## config.mk

```make
export PLATFORM = sky130hd
export DESIGN_NAME = fwd_hazard_unit
export DESIGN_NICKNAME = d
export VERILOG_FILES = /design/src/rtl/pipe_pkg.sv /design/src/rtl/fwd_select.sv /design/src/rtl/fwd_hazard_unit.sv
export SDC_FILE = /design/constraint.sdc
export NUM_CORES = 1
export LEC_CHECK = 0
export BUFFER_PORTS_ARGS = -buffer_cell sky130_fd_sc_hd__buf_2
export CAP_MARGIN = 20
export CORE_MARGIN = 5
export CORE_UTILIZATION = 25
export CTS_CLUSTER_DIAMETER = 60
export DETAILED_ROUTE_END_ITERATION = 8
export PLACE_DENSITY = 0.41
export SYNTH_ARGS = -nofsm -noshare
export SYNTH_HDL_FRONTEND = slang
export SYNTH_SLANG_ARGS = --single-unit
```

## constraint.sdc

```tcl
create_clock -name clk -period 2.1 [get_ports clk]
set_input_delay 0.105 -clock clk [delete_from_list [all_inputs] [get_ports clk]]
set_output_delay 0.105 -clock clk [all_outputs]
set_load 0.02 [all_outputs]
```

## src/rtl/pipe_pkg.sv

```systemverilog
// Shared pipeline definitions: forwarding select encodings and per-stage shadow info.
// The EX stage decodes the same select constants for its operand muxes.
package pipe_pkg;

    localparam int PIPE_AW = 5;

    localparam logic [2:0] FWD_IDEX  = 3'b001;
    localparam logic [2:0] FWD_EXMEM = 3'b010;
    localparam logic [2:0] FWD_MEMWB = 3'b100;

    typedef struct packed {
        logic               valid;
        logic [PIPE_AW-1:0] dest;
        logic               reg_write;
        logic               mem_read;
    } stage_info_t;

    // $0 is hardwired, so a stage never counts as producing it.
    function automatic logic stage_writes(input stage_info_t s, input logic [PIPE_AW-1:0] r);
        return s.valid && s.reg_write && (s.dest == r) && (s.dest != '0);
    endfunction

endpackage

```

## src/rtl/fwd_select.sv

```systemverilog
// Priority forwarding select for one source operand: the youngest in-flight producer wins.
module fwd_select
    import pipe_pkg::*;
#(
    parameter int REG_AW = 5
) (
    input  logic [REG_AW-1:0] src,
    input  logic              use_src,
    input  stage_info_t       ex_info,
    input  stage_info_t       mem_info,
    output logic [2:0]        sel
);

    always_comb begin
        sel = FWD_IDEX;
        if (use_src) begin
            if (stage_writes(ex_info, src)) begin
                sel = FWD_EXMEM;
            end else if (stage_writes(mem_info, src)) begin
                sel = FWD_MEMWB;
            end
        end
    end

endmodule

```

## src/rtl/fwd_hazard_unit.sv

```systemverilog
// EX-stage operand forwarding selects, load-use stall detection and a saturating stall counter.
// Shadow EX/MEM/WB stage info advances in lockstep with the datapath pipeline registers.
module fwd_hazard_unit #(
    parameter int REG_AW = 5,
    parameter int CNT_W  = 16
) (
    input  logic              clk,
    input  logic              rst_n,
    input  logic              id_valid,
    input  logic [REG_AW-1:0] id_rs,
    input  logic [REG_AW-1:0] id_rt,
    input  logic              id_use_rs,
    input  logic              id_use_rt,
    input  logic [REG_AW-1:0] id_dest,
    input  logic              id_reg_write,
    input  logic              id_mem_read,
    input  logic              flush,
    output logic [2:0]        fwdA,
    output logic [2:0]        fwdB,
    output logic              stall,
    output logic              id_ex_bubble,
    output logic [CNT_W-1:0]  stall_count
);

    import pipe_pkg::*;

    stage_info_t ex_q, ex_d;
    stage_info_t mem_q, mem_d;
    stage_info_t wb_q, wb_d;
    stage_info_t id_info;

    logic [2:0]       fwd_a_q, fwd_a_d, sel_a;
    logic [2:0]       fwd_b_q, fwd_b_d, sel_b;
    logic [CNT_W-1:0] stall_count_q, stall_count_d;
    logic             hazard;

    fwd_select #(.REG_AW(REG_AW)) u_sel_a (
        .src      (id_rs),
        .use_src  (id_use_rs),
        .ex_info  (ex_q),
        .mem_info (mem_q),
        .sel      (sel_a)
    );

    fwd_select #(.REG_AW(REG_AW)) u_sel_b (
        .src      (id_rt),
        .use_src  (id_use_rt),
        .ex_info  (ex_q),
        .mem_info (mem_q),
        .sel      (sel_b)
    );

    always_comb begin
        id_info.valid     = id_valid;
        id_info.dest      = id_dest;
        id_info.reg_write = id_reg_write;
        id_info.mem_read  = id_mem_read;

        // A load in EX cannot forward its data until it reaches MEM/WB.
        hazard = ex_q.valid && ex_q.mem_read && ex_q.reg_write && (ex_q.dest != '0) && id_valid &&
                 ((id_use_rs && (id_rs == ex_q.dest)) || (id_use_rt && (id_rt == ex_q.dest)));

        stall        = hazard && !flush;
        id_ex_bubble = hazard || flush || !id_valid;

        ex_d  = id_ex_bubble ? '0 : id_info;
        mem_d = ex_q;
        wb_d  = mem_q;

        fwd_a_d = id_ex_bubble ? FWD_IDEX : sel_a;
        fwd_b_d = id_ex_bubble ? FWD_IDEX : sel_b;

        stall_count_d = stall_count_q;
        if (stall && (stall_count_q != '1)) begin
            stall_count_d = stall_count_q + CNT_W'(1);
        end
    end

    always_ff @(posedge clk) begin
        if (!rst_n) begin
            ex_q          <= '0;
            mem_q         <= '0;
            wb_q          <= '0;
            fwd_a_q       <= FWD_IDEX;
            fwd_b_q       <= FWD_IDEX;
            stall_count_q <= '0;
        end else begin
            ex_q          <= ex_d;
            mem_q         <= mem_d;
            wb_q          <= wb_d;
            fwd_a_q       <= fwd_a_d;
            fwd_b_q       <= fwd_b_d;
            stall_count_q <= stall_count_d;
        end
    end

    assign fwdA        = fwd_a_q;
    assign fwdB        = fwd_b_q;
    assign stall_count = stall_count_q;

endmodule

```

After elaboration in Yosys (flattened, before gate mapping)
Cells that the tools add are included.
{"block": "op_classes", "muxes": 4, "addsub": 1, "n_eq_ne": 7, "bitwise_logic": 3, "reduce_logical": 31}
{"operator": "$eq A5 B5 Y1", "n": 6}
{"operator": "$logic_and A1 B1 Y1", "n": 19}
{"operator": "$add A16 B1 Y16 const B", "n": 1}
{"operator": "$ne A16 B16 Y1 const B", "n": 1}
{"operator": "$reduce_bool A5 Y1", "n": 2}
{"operator": "$reduce_or A4 Y1", "n": 2}
{"operator": "$mux W3", "n": 2}
{"operator": "$reduce_or A3 Y1", "n": 2}
{"operator": "$mux W2", "n": 2}
{"operator": "$logic_or A1 B1 Y1", "n": 3}
{"operator": "$not A1 Y1", "n": 3}
{"operator": "$logic_not A1 Y1", "n": 2}
{"operator": "$reduce_or A2 Y1", "n": 1}
{"block": "word_totals", "input_bits": 23, "out_inout_bits": 24, "wordCells": 58, "ff_bits": 37}

Longest topological paths before layout
{"block": "depth", "depth_word": 8, "depth_mapped": 7, "mapped_depth_nobuf": 6}

Hierarchy
A second synthesis with hierarchy kept.
{"block": "unflattened", "cells_unflattened": 230, "area_unflattened_um2": 2024.4}
{"mod": "fwd_hazard_unit", "area_per_inst_um2": 1681.6, "instances": 1, "cells_each": 180}
{"mod": "fwd_select", "area_per_inst_um2": 171.4, "instances": 2, "cells_each": 25}

Worst setup path before layout
OpenSTA, ideal clock, no wires.
{"block": "synth_path", "path_kind": "reg2reg", "from": "reg stall_count_q[0], in the netlist stall_count[0]", "to": "reg stall_count_q[9], in the netlist stall_count[9]", "arrival_time_ns": 1.821, "stages_incl_launch_ff": 8, "setup_time_ns": 0.115, "setup_slack_ns": 0.165, "path_buffers": 1, "path_cell_list": "dfxtp_1 > ha_1 > nand4_1 > or4_4 > nand2_8 > buf_6 > nor4_1 > o21a_1"}
{"block": "synth_via", "elab_chain_cells": 2, "elab_cells_between_ends": 3}
{"element": "start: declaration", "line_no": "fwd_hazard_unit.sv:34", "source": "logic [CNT_W-1:0] stall_count_q, stall_count_d;"}
{"element": "start signal: assignment", "line_no": "fwd_hazard_unit.sv:93", "source": "stall_count_q <= stall_count_d;"}
{"element": "branches (longest 2 deep; another with $add A16 B1 Y16)"}
Parallel ways; which one is timed is not known.
A chain may end at the register's enable or synchronous reset.

Final worst setup path
{"block": "layout_path", "from": "reg ex_q[3] (netlist name)", "to": "out stall"}
{"block": "layout_via", "elab_chain_cells": 5, "elab_cells_between_ends": 10}
{"element": "start: declaration", "line_no": "fwd_hazard_unit.sv:27", "source": "stage_info_t ex_q, ex_d;"}
{"element": "start signal: assignment", "line_no": "fwd_hazard_unit.sv:81", "source": "ex_q <= '0;"}
{"element": "start signal: assignment", "line_no": "fwd_hazard_unit.sv:88", "source": "ex_q <= ex_d;"}
{"element": "$eq A5 B5 Y1 / $reduce_bool A5 Y1 (equally long branches)", "line_no": "fwd_hazard_unit.sv:61, fwd_hazard_unit.sv:60"}
{"element": "$logic_and A1 B1 Y1 (on tied branches)", "line_no": "fwd_hazard_unit.sv:61, fwd_hazard_unit.sv:60"}
{"element": "$logic_or A1 B1 Y1 / $logic_and A1 B1 Y1 (equally long branches)", "line_no": "fwd_hazard_unit.sv:61, fwd_hazard_unit.sv:60"}
{"element": "$logic_and A1 B1 Y1 (*)", "line_no": "fwd_hazard_unit.sv:60", "source": "hazard = ex_q.valid && ex_q.mem_read && ex_q.reg_write && (ex_q.dest != '0) && id_valid &&"}
{"element": "$logic_and A1 B1 Y1 (*)", "line_no": "fwd_hazard_unit.sv:63", "source": "stall = hazard && !flush;"}
{"element": "end: declaration", "line_no": "fwd_hazard_unit.sv:20", "source": "output logic stall,"}
Every way passes the cells marked *; elsewhere a longest branch is shown, timed or not.

==> out/qor.txt <==
Reg clk slew, reported paths = 0.08 ns
fin crit share = 95.9%
worst path cell trace = or4_4 > o211a_2 > and2_1 > buf_2
Antenna diodes = 0
Synth Area per Inst = 9.44 um2
fin cells = 356
Post-DRT Antenna Nets = 0
Arr. time, crit path = 1.91 ns
GRT overflow = 0
share of layout cells above drive strength 1 = 36.2%
CP bufs+invs = 1
Overall Power = 1.35 mW
WHS = 0.0516 ns
worst path required time = 2.00 ns
HPWL after DPL = 3.84 mm
worst slew pin tran = 0.478 ns
CTS tree = done
top cell type's share of synthesized area = 39.4%
cell area after synthesis = 0.00188 mm2
Leak = 0.944 nW
slowest stage delay, CP = 0.55 ns
placed cell area = 0.00223 mm2
critical path class = flip-flop to output port
yosys warns = 0
Crit Path Max Fanout = 9
register-to-register setup slack = 0.15 ns
CP top delay family = simple AND/OR/NAND/NOR gates
EDFF count, synth = 0
DRT iter0 DRCs = 56
number of global-route vias before repair = 1670
GPL Wtd Cong = 0.783
post-synth net total = 223
via count = 1613
Hold Path Class = input port to flip-flop
Final #Nets = 280
fillers = 848
Area Overhead vs Synth = 26.2%
RSZ-0062 raised after global routing = false
Max-Cap Viols = 0
first-pass GRT wire length = 8.40 mm
hold-fix buffers at CTS = 0
core area = 0.00729 mm2
overall die height = 96.7 um
Clock Skew = 0.00731 ns
initial antenna violation count = 0
routed vias/inst = 4.53
Worst Setup Start Kind = flip-flop
final core occ = 32.5%
Port Buffers = 46
setup ws final = 0.0868 ns
CTS Buf Count = 5
status = finished clean
Max Clk Rate = 0.497 GHz
drt drc = 0
Final Max Tran Viols = 0
CTS Root Cell = clkbuf_8
clk buf depth = 2
die area = 0.00935 mm2
Worst slew margin = 67.9%
final WL = 4.94 mm
IO Pins = 47
synth top area cells = dfxtp_1 39%, xor2_1 7.5%, nand3_1 3.5%
# rows = 31
Worst setup EP type = output port
setup tns final = 0 ns
number of synthesized register bits = 37
main flop type after synthesis = dfxtp_1
Routed WL per cell = 13.9 um
CTS H-tree depth = 2
final setup fails = 0
Distinct cells, synth = 47
PwrDens = 571 mW/mm2
largest net degree at the start of global routing = 20
cell taking the most area after synthesis = dfxtp_1
Cells after DPL = 343
worst vdd ir = 0.202 mV
gr usage total = 11.0%
die width = 96.7 um
final hold violations = 0
worst slack, placed = 0.111 ns
Post-Syn Instances = 199
Crit-path slowest cell = or4_4
ys async rst share = 0%
worst skew pair latency = 0.30 ns
initial core utilization = 25.8%
Seq/Total Area, Yosys = 39.4%
crit path time final = 2.01 ns
CTS sink count = 37
design area = 0.00237 mm2
drt first pass iters = 4
## worst register-to-register path: stages, from the launching register on
cell and delay [ns]:
dfxtp_1 0.35, xor2_1 0.18, nor3_2 0.33, a32oi_4 0.10, buf_4 0.20, buf_4 0.18, nor4_2 0.34, mux2i_1 0.21
## area by class of cell
cell class                 instances  area (um2)  share of cell area, %
multi-input combinational        148        1070                   45.0
clock inverter                     3        25.0                   1.06
timing repair buffer              57         313                   13.2
tap                               99         124                   5.22
clock buffer                       5        68.8                   2.90
inverter                           7        28.8                   1.21
sequential                        37         744                   31.4
## final timing paths
kind	start	end	cells after the start
worst min register to register	stall_count[13]$_SDFFE_PN0P_	stall_count[13]$_SDFFE_PN0P_	2
worst max-delay path	ex_q[3]$_SDFF_PP0_	stall	4
worst max register to register	ex_q[5]$_SDFF_PP0_	stall_count[11]$_SDFFE_PN0P_	7
worst min-delay path	id_dest[0]	ex_q[2]$_SDFF_PP0_	2
## per-layer routing
| metal | global-route usage [%] | routed length [um] | part of all wire [%] | up-vias |
|---|---|---|---|---|
| met5 | 0 | 0 | 0 | - |
| met4 | 3.89 | 41 | 0.83 | 0 |
| li1 | - | - | - | 841 |
| met3 | 2.88 | 179 | 3.6 | 4 |
| met1 | 15.0 | 2520 | 51 | 734 |
| met2 | 16.7 | 2210 | 45 | 34 |
## timing repair
item	4_1_cts	5_1_grt
gates resized for setup	1	4
pin swaps	1	2
endpoints found under the setup margin	2	7
buffers inserted	3	2
## power by group
group / internal, mW / switching [mW]
clock: 0.240 / 0.284
combinational: 0.0509 / 0.0640
sequential: 0.708 / 0.00725
## registers in the layout, summed over array words and instances, names as in the netlist
signal and flops:
ex_q 8, stall_count 16, mem_q 7, fwdB 3, fwdA 3
## synthesized netlist by cell type, types with 3 or more instances
cell type	n
xnor2_1	4
nor4_1	3
nand2_1	13
clkbuf_1	3
nand3_1	13
a21oi_1	11
nor2_1	6
and2_1	8
o21ai_0	5
nand4_1	7
dfxtp_1	37
or4_1	5
nor3_1	5
xor2_1	16
or3_1	5
and3_2	7
o31ai_1	4
mux2i_1	4
nand2b_1	4
inv_1	5
## cells in the final DEF (no fill, tap or decap), drive strengths merged
| cell type | netlist | layout |
|---|---|---|
| o21a | 2 | 2 |
| or4 | 7 | 7 |
| buf | 4 | 57 |
| nor3 | 7 | 7 |
| and3 | 7 | 7 |
| nand3 | 13 | 13 |
| xnor2 | 4 | 4 |
| ha | 1 | 1 |
| a32oi | 1 | 1 |
| and4b | 1 | 1 |
| o41ai | 1 | 1 |
| nand2 | 15 | 15 |
| and2 | 9 | 9 |
| nand4 | 7 | 7 |
| nand2b | 4 | 4 |
| o21ai | 7 | 7 |
| inv | 6 | 7 |
| o211ai | 1 | 1 |
| o211a | 2 | 2 |
| nor3b | 1 | 1 |
| nor4 | 5 | 5 |
| or3 | 5 | 5 |
| nor2b | 1 | 1 |
| nor4b | 2 | 2 |
| o31ai | 4 | 4 |
| clkinv | 1 | 2 |
| o31a | 1 | 1 |
| clkbuf | 3 | 5 |
| a211o | 2 | 2 |
| xor2 | 16 | 16 |
| a21oi | 11 | 11 |
| a32o | 1 | 1 |
| dfxtp | 37 | 37 |
| clkinvlp | 0 | 1 |
| mux2i | 4 | 4 |
| nor2 | 6 | 6 |
## cell families (layout without fill, tap and decap cells)
logic type                 after synthesis  in the layout  synth area share, %
buffers and inverters                   14             72                 3.86
and+or+nand+nor                         90             90                 31.2
DFF                                     37             37                 39.4
muxes                                    4              4                 2.13
adders and majority gates                1              1                0.666
AOI/OAI and AO/OA                       33             33                 13.3
xor gates and xnor gates                20             20                 9.33
Note: power is estimated with default switching activity, not from simulation.
